--- config.mk ---
export PLATFORM = sky130hd
export DESIGN_NAME = a51_keystream_gen_flat
export DESIGN_NICKNAME = d
export VERILOG_FILES = /design/src/rtl/a51_keystream_gen_if.sv /design/src/rtl/a51_keystream_gen.sv /design/src/flat_wrapper.sv
export SDC_FILE = /design/constraint.sdc
export NUM_CORES = 1
export LEC_CHECK = 0
export BUFFER_PORTS_ARGS = -buffer_cell sky130_fd_sc_hd__buf_2
export CAP_MARGIN = 0
export CORE_MARGIN = 2
export CORE_UTILIZATION = 45
export CTS_BUF_LIST = sky130_fd_sc_hd__clkbuf_16
export CTS_CLUSTER_SIZE = 25
export DETAILED_ROUTE_END_ITERATION = 8
export PLACE_DENSITY = 0.68
export RECOVER_POWER = 50
export SETUP_SLACK_MARGIN = 0.3
export SYNTH_ARGS = -nofsm -noshare
export SYNTH_HDL_FRONTEND = slang
export SYNTH_SLANG_ARGS = --single-unit
export TNS_END_PERCENT = 30
--- constraint.sdc ---
create_clock -name clk -period 3.33 [get_ports clk]
set_clock_uncertainty 0.2 [all_clocks]
set_input_delay 0.666 -clock clk [delete_from_list [all_inputs] [get_ports clk]]
set_output_delay 0.666 -clock clk [all_outputs]
set_load 0.005 [all_outputs]
--- src/rtl/a51_keystream_gen_if.sv ---
// A5/1 keystream generator bus: session control in, keystream out.
// The slave side is the generator; the master side drives it.
interface a51_keystream_gen_if #(
    parameter int KEY_BITS   = 64,
    parameter int FRAME_BITS = 22,
    parameter int OUT_BITS   = 228
);
    localparam int IW = (OUT_BITS > 1) ? $clog2(OUT_BITS) : 1;

    logic                  start;
    logic                  abort;
    logic [KEY_BITS-1:0]   key;
    logic [FRAME_BITS-1:0] frame;
    logic                  ks_bit;
    logic                  ks_valid;
    logic                  ks_ready;
    logic [IW-1:0]         ks_index;
    logic                  busy;
    logic                  done;

    modport master (
        output start, abort, key, frame, ks_ready,
        input  ks_bit, ks_valid, ks_index, busy, done
    );

    modport slave (
        input  start, abort, key, frame, ks_ready,
        output ks_bit, ks_valid, ks_index, busy, done
    );
endinterface

--- src/rtl/a51_keystream_gen.sv ---
// A5/1 keystream generator: parallel key/frame load, majority-clocked
// mix phase, then keystream bits streamed over a valid/ready handshake.
module a51_keystream_gen #(
    parameter int KEY_BITS   = 64,
    parameter int FRAME_BITS = 22,
    parameter int MIX_CYCLES = 100,
    parameter int OUT_BITS   = 228
) (
    input logic clk,
    input logic reset,
    a51_keystream_gen_if.slave bus
);
    localparam int LOAD_N  = KEY_BITS + FRAME_BITS;
    localparam int MAX_A   = (LOAD_N > MIX_CYCLES) ? LOAD_N : MIX_CYCLES;
    localparam int MAX_LEN = (MAX_A > OUT_BITS) ? MAX_A : OUT_BITS;
    localparam int CW      = $clog2(MAX_LEN + 1);
    localparam int IW      = (OUT_BITS > 1) ? $clog2(OUT_BITS) : 1;

    localparam logic [CW-1:0] LOAD_END = CW'(LOAD_N);
    localparam logic [CW-1:0] MIX_LAST = CW'((MIX_CYCLES > 0) ? MIX_CYCLES - 1 : 0);
    localparam logic [IW-1:0] LAST_IDX = IW'(OUT_BITS - 1);

    typedef enum logic [1:0] {IDLE, LOAD, MIX, OUT} state_t;

    state_t            state;
    state_t            state_next;
    logic [CW-1:0]     cnt;
    logic [LOAD_N-1:0] kf_sh;
    logic [18:0]       r19;
    logic [21:0]       r22;
    logic [22:0]       r23;
    logic [18:0]       r19_n;
    logic [21:0]       r22_n;
    logic [22:0]       r23_n;

    logic accept;
    logic load_clk;
    logic maj_clk;
    logic present;
    logic finish;
    logic kill;

    logic fb19;
    logic fb22;
    logic fb23;
    logic maj;

    assign fb19 = r19[18] ^ r19[17] ^ r19[16] ^ r19[13];
    assign fb22 = r22[21] ^ r22[20];
    assign fb23 = r23[22] ^ r23[21] ^ r23[20] ^ r23[7];
    assign maj  = (r19[8] & r22[10]) | (r19[8] & r23[10]) | (r22[10] & r23[10]);

    assign bus.busy = (state != IDLE);

    // State register
    always_ff @(posedge clk) begin
        if (reset) state <= IDLE;
        else       state <= state_next;
    end

    // Next state and per-cycle control strobes; LOAD spends one settle
    // cycle after its last shift before handing over to MIX/OUT
    always_comb begin
        state_next = state;
        accept     = 1'b0;
        load_clk   = 1'b0;
        maj_clk    = 1'b0;
        present    = 1'b0;
        finish     = 1'b0;
        kill       = 1'b0;
        if (state != IDLE && bus.abort) begin
            kill       = 1'b1;
            state_next = IDLE;
        end else begin
            unique case (state)
                IDLE: begin
                    if (bus.start && !bus.done) begin
                        accept     = 1'b1;
                        state_next = LOAD;
                    end
                end
                LOAD: begin
                    if (cnt == LOAD_END) state_next = (MIX_CYCLES == 0) ? OUT : MIX;
                    else                 load_clk   = 1'b1;
                end
                MIX: begin
                    maj_clk = 1'b1;
                    if (cnt == MIX_LAST) state_next = OUT;
                end
                OUT: begin
                    if (!bus.ks_valid) begin
                        maj_clk = 1'b1;
                        present = 1'b1;
                    end else if (bus.ks_ready) begin
                        if (bus.ks_index == LAST_IDX) begin
                            finish     = 1'b1;
                            state_next = IDLE;
                        end else begin
                            maj_clk = 1'b1;
                            present = 1'b1;
                        end
                    end
                end
            endcase
        end
    end

    // Next LFSR contents for a load shift or a majority step
    always_comb begin
        r19_n = r19;
        r22_n = r22;
        r23_n = r23;
        if (load_clk) begin
            r19_n = {r19[17:0], fb19 ^ kf_sh[0]};
            r22_n = {r22[20:0], fb22 ^ kf_sh[0]};
            r23_n = {r23[21:0], fb23 ^ kf_sh[0]};
        end else if (maj_clk) begin
            if (r19[8] == maj)  r19_n = {r19[17:0], fb19};
            if (r22[10] == maj) r22_n = {r22[20:0], fb22};
            if (r23[10] == maj) r23_n = {r23[21:0], fb23};
        end
    end

    // Phase counter, restarted on every state change
    always_ff @(posedge clk) begin
        if (reset)                    cnt <= '0;
        else if (state_next != state) cnt <= '0;
        else if (state == LOAD || state == MIX) cnt <= cnt + CW'(1);
    end

    // LFSRs, key/frame shadow and keystream output registers
    always_ff @(posedge clk) begin
        if (reset) begin
            kf_sh        <= '0;
            r19          <= '0;
            r22          <= '0;
            r23          <= '0;
            bus.ks_bit   <= 1'b0;
            bus.ks_valid <= 1'b0;
            bus.ks_index <= '0;
            bus.done     <= 1'b0;
        end else begin
            bus.done <= finish;
            if (accept) begin
                kf_sh <= {bus.frame, bus.key};
                r19   <= '0;
                r22   <= '0;
                r23   <= '0;
            end else begin
                r19 <= r19_n;
                r22 <= r22_n;
                r23 <= r23_n;
                if (load_clk) kf_sh <= kf_sh >> 1;
            end
            if (present) begin
                bus.ks_bit   <= r19_n[18] ^ r22_n[21] ^ r23_n[22];
                bus.ks_valid <= 1'b1;
                bus.ks_index <= bus.ks_valid ? bus.ks_index + IW'(1) : '0;
            end
            if (finish || kill) begin
                bus.ks_valid <= 1'b0;
                bus.ks_index <= '0;
            end
        end
    end
endmodule
--- src/flat_wrapper.sv ---
// flat-port wrapper written by rule: the top's interface ports become plain ports
module a51_keystream_gen_flat 
#(
    parameter int KEY_BITS   = 64,
    parameter int FRAME_BITS = 22,
    parameter int MIX_CYCLES = 100,
    parameter int OUT_BITS   = 228
)
  (clk, reset, bus_start, bus_abort, bus_key, bus_frame, bus_ks_ready, bus_ks_bit, bus_ks_valid, bus_ks_index, bus_busy, bus_done);
  a51_keystream_gen_if #(.KEY_BITS(KEY_BITS), .FRAME_BITS(FRAME_BITS), .OUT_BITS(OUT_BITS)) bus_i ();
  input logic clk;
  input logic reset;
  input wire logic [$bits(bus_i.start)-1:0] bus_start;
  input wire logic [$bits(bus_i.abort)-1:0] bus_abort;
  input wire logic [$bits(bus_i.key)-1:0] bus_key;
  input wire logic [$bits(bus_i.frame)-1:0] bus_frame;
  input wire logic [$bits(bus_i.ks_ready)-1:0] bus_ks_ready;
  output wire logic [$bits(bus_i.ks_bit)-1:0] bus_ks_bit;
  output wire logic [$bits(bus_i.ks_valid)-1:0] bus_ks_valid;
  output wire logic [$bits(bus_i.ks_index)-1:0] bus_ks_index;
  output wire logic [$bits(bus_i.busy)-1:0] bus_busy;
  output wire logic [$bits(bus_i.done)-1:0] bus_done;
  assign bus_i.start = bus_start;
  assign bus_i.abort = bus_abort;
  assign bus_i.key = bus_key;
  assign bus_i.frame = bus_frame;
  assign bus_i.ks_ready = bus_ks_ready;
  assign bus_ks_bit = bus_i.ks_bit;
  assign bus_ks_valid = bus_i.ks_valid;
  assign bus_ks_index = bus_i.ks_index;
  assign bus_busy = bus_i.busy;
  assign bus_done = bus_i.done;
  a51_keystream_gen #(.KEY_BITS(KEY_BITS), .FRAME_BITS(FRAME_BITS), .MIX_CYCLES(MIX_CYCLES), .OUT_BITS(OUT_BITS)) u_core (.clk(clk), .reset(reset), .bus(bus_i));
endmodule
* Word level (Yosys, flattened, before mapping) *
Index checks and enable logic that the tools add are counted.

word-level totals
  logic and storage cells = 99
  input bits = 91
  bits in registers = 171
  output and inout port bits = 12

cells by class
  $add $sub $neg = 2
  eq/ne operators = 10
  mux-type cells = 39
  reduce and logical (&&, ||, !) cells = 18
  bitwise operators = 17

operators by type and width
  cell                                                                    count
  86-bit two-way mux                                                      2
  23-bit two-way mux                                                      3
  22-bit two-way mux                                                      3
  19-bit two-way mux                                                      3
  1-bit two-way mux                                                       18
  8-bit by 1-bit adder with 8-bit output (second input constant)          2
  8-bit by 7-bit equality test with 1-bit output (second input constant)  2
  2-bit two-way mux                                                       7
  2-bit nonzero test                                                      6
  1-bit bitwise XOR                                                       12
  8-bit equality test (second input constant)                             1
  8-bit two-way mux                                                       1
  2-bit one-hot mux with 4 select lines                                   1
  2-bit AND reduction                                                     3
  2-bit OR reduction                                                      3
  2-bit equality test (second input constant)                             2
  1-bit bitwise AND                                                       3
  1-bit equality test                                                     3
  2-bit by 1-bit equality test with 1-bit output (second input constant)  1
  1-bit logical AND                                                       2
  2-bit zero test                                                         1
  1-bit logical OR                                                        2
  2-bit != test                                                           1
  1-bit OR                                                                2
  2 further kinds                                                         2

* Depth between registers and ports, before layout *
Gate-level depths: netlist (run 1).

  word-level depth = 10
  depth in mapped cells = 11
  gate-level depth less buffers = 9

* Least setup slack after synthesis (run 1) *
Ideal clock, no wire load.

  path kind = reg-to-reg
  start point = reg u_core.state[1]
  end point = reg u_core.bus.ks_bit
  setup slack = 0.675 ns
  cell stages (with the launch flop) = 12
  buffers on the path = 2
  required time = 3.051 ns
  setup time = 0.079 ns
  period minus slack after synthesis = 2.655 ns
  arrival time = 2.375 ns
  path through = dfxtp_1 -> inv_1 -> ha_1 -> nor2b_1 -> clkbuf_1 -> nor3_1 -> a311oi_1 -> buf_4 -> mux2i_1 -> xnor2_1 -> xnor2_1 -> a211oi_2

between the ends
  word-level cells in the longest chain between the ends = 7

RTL lines
  what                                                                        RTL line                                          RTL
  from (decl)                                                                 a51_keystream_gen.sv:25                           state_t state;
  from (signal assigned)                                                      a51_keystream_gen.sv:58                           else state <= state_next;
  2-bit equality test or 2-bit nonzero test (tied branches)                   a51_keystream_gen.sv:75, a51_keystream_gen.sv:71
  1-bit one-hot mux with 2 select lines or 1-bit logical AND (tied branches)  a51_keystream_gen.sv:75, a51_keystream_gen.sv:71
  1-bit two-way mux                                                           a51_keystream_gen.sv:71                           if (state != IDLE && bus.abort) begin
  19-bit two-way mux or 22-bit two-way mux (tied branches)                    a51_keystream_gen.sv:117                          end else if (maj_clk) begin
  19-bit two-way mux or 22-bit two-way mux (tied branches)                    a51_keystream_gen.sv:113                          if (load_clk) begin
  1-bit bitwise XOR (2 in a row)                                              a51_keystream_gen.sv:156                          bus.ks_bit <= r19_n[18] ^ r22_n[21] ^ r23_n[22];
  to (signal assigned)                                                        a51_keystream_gen.sv:156
  to (decl)                                                                   a51_keystream_gen_if.sv:28                        output ks_bit, ks_valid, ks_index, busy, done

Parallel ways exist; a longest one is shown, timed or not. The select of a mux whose other input is x is not followed.
A chain may end at the register's enable or synchronous reset.

* Final worst setup path (run 1) *
  start point = reg u_core.state[1]
  end point = reg u_core.r23[14]

between the ends
  word-level cells in the longest chain between the ends = 5

RTL lines
  what                                                                 RTL line                  RTL
  2-bit equality test, or another cell as far along                    a51_keystream_gen.sv:75   unique case (state)
  1-bit one-hot mux with 2 select lines, or another cell as far along  a51_keystream_gen.sv:75
  1-bit two-way mux                                                    a51_keystream_gen.sv:71
  2-bit nonzero test (no source line)                                  --
  2-bit AND reduction (no source line)                                 --
  to (signal assigned)                                                 a51_keystream_gen.sv:152  r23 <= r23_n;
  to (decl)                                                            a51_keystream_gen.sv:31   logic [22:0] r23;

Parallel ways exist; a longest one is shown, timed or not.

==> summary.txt, run 1 <==
Detailed routing
  • Drt total wl: 15,400 um
  • Avg WL per Cell: between 10 and 15 um
  • Vias: 6,086
  • DRT iter0 DRCs: 478
  • Post-route ant nets: 0
  • Drt pass-1 iters: 5
  • Via/cell ratio: 5.18
  • DRC errors left: 0

Place
  • Placed Area: roughly 0.008 mm^2
  • Routability cong.: 0.832
  • Post-detail-place hpwl: 9790 um
  • IO buf count: 102

Critical path
  • CP required: 3430 ps
  • R2R Setup Slk: 430 ps
  • Critical Path End Type: flip-flop
  • Crit path kind: flip-flop to flip-flop
  • Arrival @ worst endpoint: 3000 ps
  • Crit path max fanout: 22
  • Worst setup SP type: flip-flop

Timing
  • Slew headroom: 40.2%
  • Fmax: 0.345 GHz
  • Fin crit period: 2900 ps
  • Final slew viol count: 0
  • Final setup viols: 0
  • RSZ-0062 raised after global routing: yes
  • Final hold vios: 0
  • Worst Tran Pin Value: around 900 ps
  • Final period utilization: 87.1%
  • Post-route setup TNS: 0 ps

Hold path
  • Hold WC Path Type: flip-flop to flip-flop

CTS
  • Clock latency on the worst-skew pair: 420 ps
  • Max H-tree Level: 4
  • Longest Clk Path Bufs: 2
  • Clk root buf: clkbuf_16
  • # clock sinks: 171
  • Post-CTS Setup Inserts: 0
  • CTS tree: built
  • CTS Buf Count: 17
  • Cts repair resizes: 0
  • Clock-pin slew on the worst setup and hold paths: 60 ps
  • Hold_buf cts: 0

Final layout
  • Layout net count: 1,047
  • Cell area after layout: approximately 0.0085 mm^2
  • Diodes inserted: 0
  • Commonest cells after routing, fill and taps aside: nand2_1 (221), dfxtp_1 (171), nor2_1 (159)
  • Synth-to-Final Area Change: 17.7%
  • Layout cells sized above 1: between 15 and 20%
  • Most common cell after layout, fill and taps aside: nand2_1

Global route
  • Largest net degree at the start of global routing: 87
  • First-pass GRT wire length: 25,700 um
  • Vias in the first global route: 5,599
  • Gr usage total: a little under a fifth
  • Initial antenna violation count: 0
  • Congestion Overflow GR: 0

Power and ir drop
  • Power per cell area: 529 mW/mm^2
  • Peak VDD IR: 0.349 mV
  • Leak Pwr: around 0.0034 uW

Logic synthesis
  • Ys Warns: 0
  • Syn Std Cell Area: 0.00723 mm^2
  • Synthesized area per cell: 8.27 um^2
  • Synth Flop Type: dfxtp_1
  • Mux share of post-synthesis cell area: 5.97%
  • Post-Synth Simple-Gate Area: 23.0%
  • Compound-Gate Fraction of Synth Area: 14.9%
  • Distinct cell type count of the synthesized netlist: 42
  • Syn Inst Count: 874
  • Post-synthesis sequential area ratio: 47.3%
  • Ys async rst share: 0%
  • Largest family of logic cells by synthesized area: simple AND/OR/NAND/NOR gates
  • Adder-cell share of the synthesized area: 1.87%
  • Xor/xnor share of the synthesized area: 3.15%
  • Post-synthesis net count: between 900 and 1,000
  • Post-synthesis sequential element count: between 150 and 200
  • Post-synth EDFFs: 0

Die
  • Die width: 131 um
  • Top Ports: roughly 100
  • Die H: between 100 and 150 um
  • Core ar.: 0.0158 mm^2
  • # rows: between 40 and 50
  • Total die area: 0.0171 mm^2
  • Initial Util: a little under half

Run status
  • Outcome: finished, final reports clean

Job
  • Total of max-cap violations: 0
==> area by class of cell <==
cell class	instances	area [um^2]
Clock buffer	17	425
Clock inverter	15	104
Fill cell	1525	7260
Inverter	7	26.3
Multi-Input combinational cell	633	3600
Sequential cell	171	3420
Tap cell	216	270
Timing Repair Buffer	116	666
==> synth_stat cells (6+ instances only) <==
cell type | n | area (um^2)
a21oi_1 | 28 | 140
a311oi_1 | 86 | 753
clkbuf_1 | 54 | 203
dfxtp_1 | 171 | 3420
ha_1 | 10 | 125
inv_1 | 7 | 26.3
mux2i_1 | 42 | 420
nand2_1 | 222 | 833
nand3_1 | 6 | 30.0
nand4_1 | 6 | 37.5
nor2_1 | 159 | 597
xnor2_1 | 16 | 140
xor2_1 | 10 | 87.6
==> power breakdown <==
group          total, uW  switching [uW]  internal, uW
clock               1780             828           950
combinational        514             315           199
sequential          2210            57.0          2160
total               4500            1200          3300
==> state kept, by name (all words and copies together), names as in the netlist <==
name / flops
u_core.bus.done: 1
u_core.r22: 22
u_core.bus.ks_bit: 1
u_core.state: 2
u_core.r23: 23
u_core.bus.ks_valid: 1
u_core.cnt: 8
u_core.kf_sh: 86
u_core.r19: 19
u_core.bus.ks_index: 8
==> critical path: stages, from the launching register on <==
cell	delay (ps)
dfxtp_1	460
inv_1	150
ha_1	320
nor2b_1	140
buf_4	180
nor3_1	80
a311oi_4	330
clkbuf_2	590
mux2i_1	270
nor2_1	60
==> stage by stage <==
step | cells | utilization (%) | power [uW] | setup slack [ps] | hold WS [ps]
after floorplan | 874 | - | 2600 | 675 | 232
after global placement | 1143 | 50.6 | 2770 | 552 | 238
after detailed placement | 1143 | 50.6 | 2770 | 486 | 246
after CTS | 1175 | 54.0 | 4550 | 478 | 253
after global routing | 1175 | 54.0 | 4710 | 185 | 269
final | 1175 | 54.0 | 4500 | 429 | 250
==> cells by family (layout without fill, tap and decap cells) <==
group / Yosys count / after routing
compound gates: 134 / 134
xor+xnor: 26 / 26
fa+ha+maj: 11 / 11
buf+inv: 70 / 155
flops: 171 / 171
mux: 43 / 43
simple gates: 419 / 419
==> metal layers <==
metal  GRT usage [%]  vias up  share of wire (%)
met2            29.6      113                 46
li1                -     3144                  -
met4            5.76        0               0.80
met3            4.64       10                4.1
met1            24.9     2819                 49
met5               0        -                  0
==> final timing paths <==
path | to | cells past startpoint | startpoint
max | u_core.r23[14] | 9 | u_core.state[1]
max reg2reg | u_core.r23[14] | 9 | u_core.state[1]
min | u_core.r22[3] | 2 | u_core.r22[3]
min reg2reg | u_core.r22[3] | 2 | u_core.r22[3]
Note: power is estimated with default switching activity, not from simulation.
==> inputs of run 2 (changes only) <==
--- a/config.mk
+++ b/config.mk
@@ -12,7 +12,8 @@
 export CTS_BUF_LIST = sky130_fd_sc_hd__clkbuf_16
 export CTS_CLUSTER_SIZE = 25
 export DETAILED_ROUTE_END_ITERATION = 8
-export PLACE_DENSITY = 0.68
+export GPL_ROUTABILITY_DRIVEN = 0
+export PLACE_DENSITY = 0.71
 export RECOVER_POWER = 50
 export SETUP_SLACK_MARGIN = 0.3
 export SYNTH_ARGS = -nofsm -noshare
==> constraint.sdc (replaced) <==
create_clock -name clk -period 2.6 [get_ports clk]
set_clock_uncertainty 0.2 [all_clocks]
set_input_delay 0.52 -clock clk [delete_from_list [all_inputs] [get_ports clk]]
set_output_delay 0.52 -clock clk [all_outputs]
set_load 0.005 [all_outputs]
==> summary.txt, run 2 (same netlist as run 1, synthesis figures left out) <==
Run status
  • Outcome: complete, but fails checks
  • Failing checks: negative setup slack

Timing
  • Final slew viol count: 0 (unchanged)
  • Final hold vios: 0 (unchanged)
  • Worst Tran Pin Value: 1140 ps (+238 ps)
  • Final period utilization: 101% (+14 points)
  • Slew headroom: 24.3% (-16 points)
  • Hold slack: 152 ps (-97.6 ps)
  • Final worst slack: -22.7 ps (-452 ps)
  • Final setup viols: 1 (+1)
  • Fin crit period: 2620 ps (-278 ps)
  • Fmax: 0.381 GHz (+11%)
  • RSZ-0062 raised after global routing: yes

Global route
  • Vias in the first global route: 5,609 (+0.18%)
  • Largest net degree at the start of global routing: 88 (+1.1%)
  • Initial antenna violation count: 1 (+1)
  • Congestion Overflow GR: 0 (unchanged)
  • Gr usage total: 19.5% (+0.98 points)
  • First-pass GRT wire length: 26,700 um (+4.1%)

Place
  • Post-detail-place hpwl: 9960 um (+1.8%)
  • Dpl ws: 15.9 ps (-470 ps)
  • IO buf count: 102 (unchanged)
  • Placed Instances: 1,163 (+1.7%)

Detailed routing
  • Vias: 6,487 (+6.6%)
  • DRT iter0 DRCs: 561 (+17%)
  • Drt pass-1 iters: 5 (unchanged)
  • Via/cell ratio: 5.30 (+2.4%)
  • Post-route ant nets: 0 (unchanged)
  • DRC errors left: 0 (unchanged)
  • Drt total wl: 18,200 um (+18%)
  • Avg WL per Cell: 14.9 um (+13%)

Hold path
  • Hold path depth: 2 (unchanged)
  • Hold WC Path Type: input port to flip-flop

Die
  • Top Ports: 103 (unchanged)
  • Die H: 131 um (unchanged)
  • Core ar.: 0.0158 mm^2 (unchanged)
  • # rows: 46 (unchanged)
  • Initial Util: 45.9% (unchanged)
  • Total die area: 0.0171 mm^2 (unchanged)
  • Die width: 131 um (unchanged)

Critical path
  • Critical Path End Type: flip-flop
  • CP required: 2750 ps (-680 ps)
  • Worst setup SP type: flip-flop
  • Crit path max fanout: 6 (-73%)
  • Worst Reg2Reg Path Length in Cells: 11 (+2)
  • Critical path startpoint: u_core.state[1]
  • R2R Setup Slk: -20 ps (-450 ps)
  • Arrival @ worst endpoint: 2780 ps (-220 ps)
  • Launch point of the worst reg-to-reg path: u_core.state[1]
  • Crit path kind: flip-flop to flip-flop
  • Worst setup endpoint: u_core.bus.ks_bit
  • Reg2reg end: u_core.bus.ks_bit

Final layout
  • Commonest cells after routing, fill and taps aside: nand2_1 (196), dfxtp_1 (166), nor2_1 (153)
  • Final core occ: 61.5% (+7.5 points)
  • Non-Filler Instances: 1,223 (+4.1%)
  • Diodes inserted: 0 (unchanged)
  • Largest register FFs: 86 (unchanged)
  • Layout cells sized above 1: 28.9% (+13 points)
  • Top flop regs: u_core.kf_sh (86), u_core.r23 (23), u_core.r22 (22)
  • Largest register by flop count: u_core.kf_sh
  • Layout net count: 1,097 (+4.8%)
  • Most common cell after layout, fill and taps aside: nand2_1
  • Synth-to-Final Area Change: 34.2%

CTS
  • CTS tree: built
  • Hold_buf cts: 0 (unchanged)
  • Clock latency on the worst-skew pair: 430 ps (about the same)
  • # clock sinks: 171 (unchanged)
  • CTS Buf Count: 17 (unchanged)
  • Clk root buf: clkbuf_16
  • Longest Clk Path Bufs: 2 (unchanged)
  • Max H-tree Level: 4 (unchanged)
  • Clock-pin slew on the worst setup and hold paths: 60 ps (about the same)

Job
  • Total of max-cap violations: 0 (unchanged)

Power and ir drop
  • Leak Pwr: 0.00399 uW (+19%)
  • Peak VDD IR: 0.525 mV (+51%)
  • Overall Power: 6080 uW (+35%)
  • Power per cell area: 626 mW/mm^2 (+18%)
## run 2: cell count changes in the layout (fill, tap and decap cells not counted), moves of 12 or more
cell      change
a311oi_1     -26
a311oi_2     +26
buf_4        +26
buf_6        +12
nand2_1      -25
nand2_4      +23
## run 2: worst min-delay path by stage
stage	startpoint	end	slack (ps)
final	reset	u_core.bus.ks_bit	150
after global routing	reset	u_core.bus.ks_bit	160
after floorplan	u_core.r22[1]	u_core.r22[1]	230
after CTS	reset	u_core.bus.ks_bit	130
after detailed placement	u_core.r22[12]	u_core.r22[12]	240
after global placement	u_core.r22[2]	u_core.r22[2]	240
## run 2: per-layer routing
metal | vias to the layer above | share of wire (%) | GRT usage [%]
met5 | - | 0 | 0
met4 | 0 | 1.5 | 6.38
met3 | 26 | 4.3 | 5.05
met2 | 136 | 48 | 29.2
met1 | 3073 | 46 | 27.6
li1 | 3252 | - | -
## run 2: power breakdown
group	leakage [uW]	total [uW]	internal (uW)	switching, uW
sequential	0.00140	2850	2760	94.4
combinational	0.00232	923	416	507
clock	0.000261	2300	1280	1030
total	0.00399	6080	4450	1630
## run 2: per-stage QoR
stage,instance area [um^2],TNS [ps]
global route,9700,-184
global placement,8230,0
CTS,8910,0
detailed placement,8230,0
finish,9700,-22.7
floorplan,7310,0
## run 2: cell type report
type / count / area [um^2]
Fill cell: 1287 / 6070
Multi-Input combinational cell: 633 / 4180
Sequential cell: 171 / 3440
Timing Repair Buffer: 166 / 1270
Clock buffer: 17 / 425
Tap cell: 216 / 270
Clock inverter: 13 / 87.6
Inverter: 7 / 31.3
## run 2: worst max-delay path: stages (launching register included)
cell      delay (ps)
dfxtp_4          390
inv_6             50
ha_4             170
nor2b_1          130
buf_4            180
a311oi_4          70
buf_6            160
a311oi_4         330
mux2i_2          350
xnor2_2          180
xnor2_1          120
a211oi_2         210
## run 2: timing repair
action / 4_1_cts / 5_1_grt
resized for setup: 15 / 125
setup endpoints to repair: 148 / 134
setup buffers: 8 / 15
gates cloned: 1 / 6
pin swaps: 11 / 81
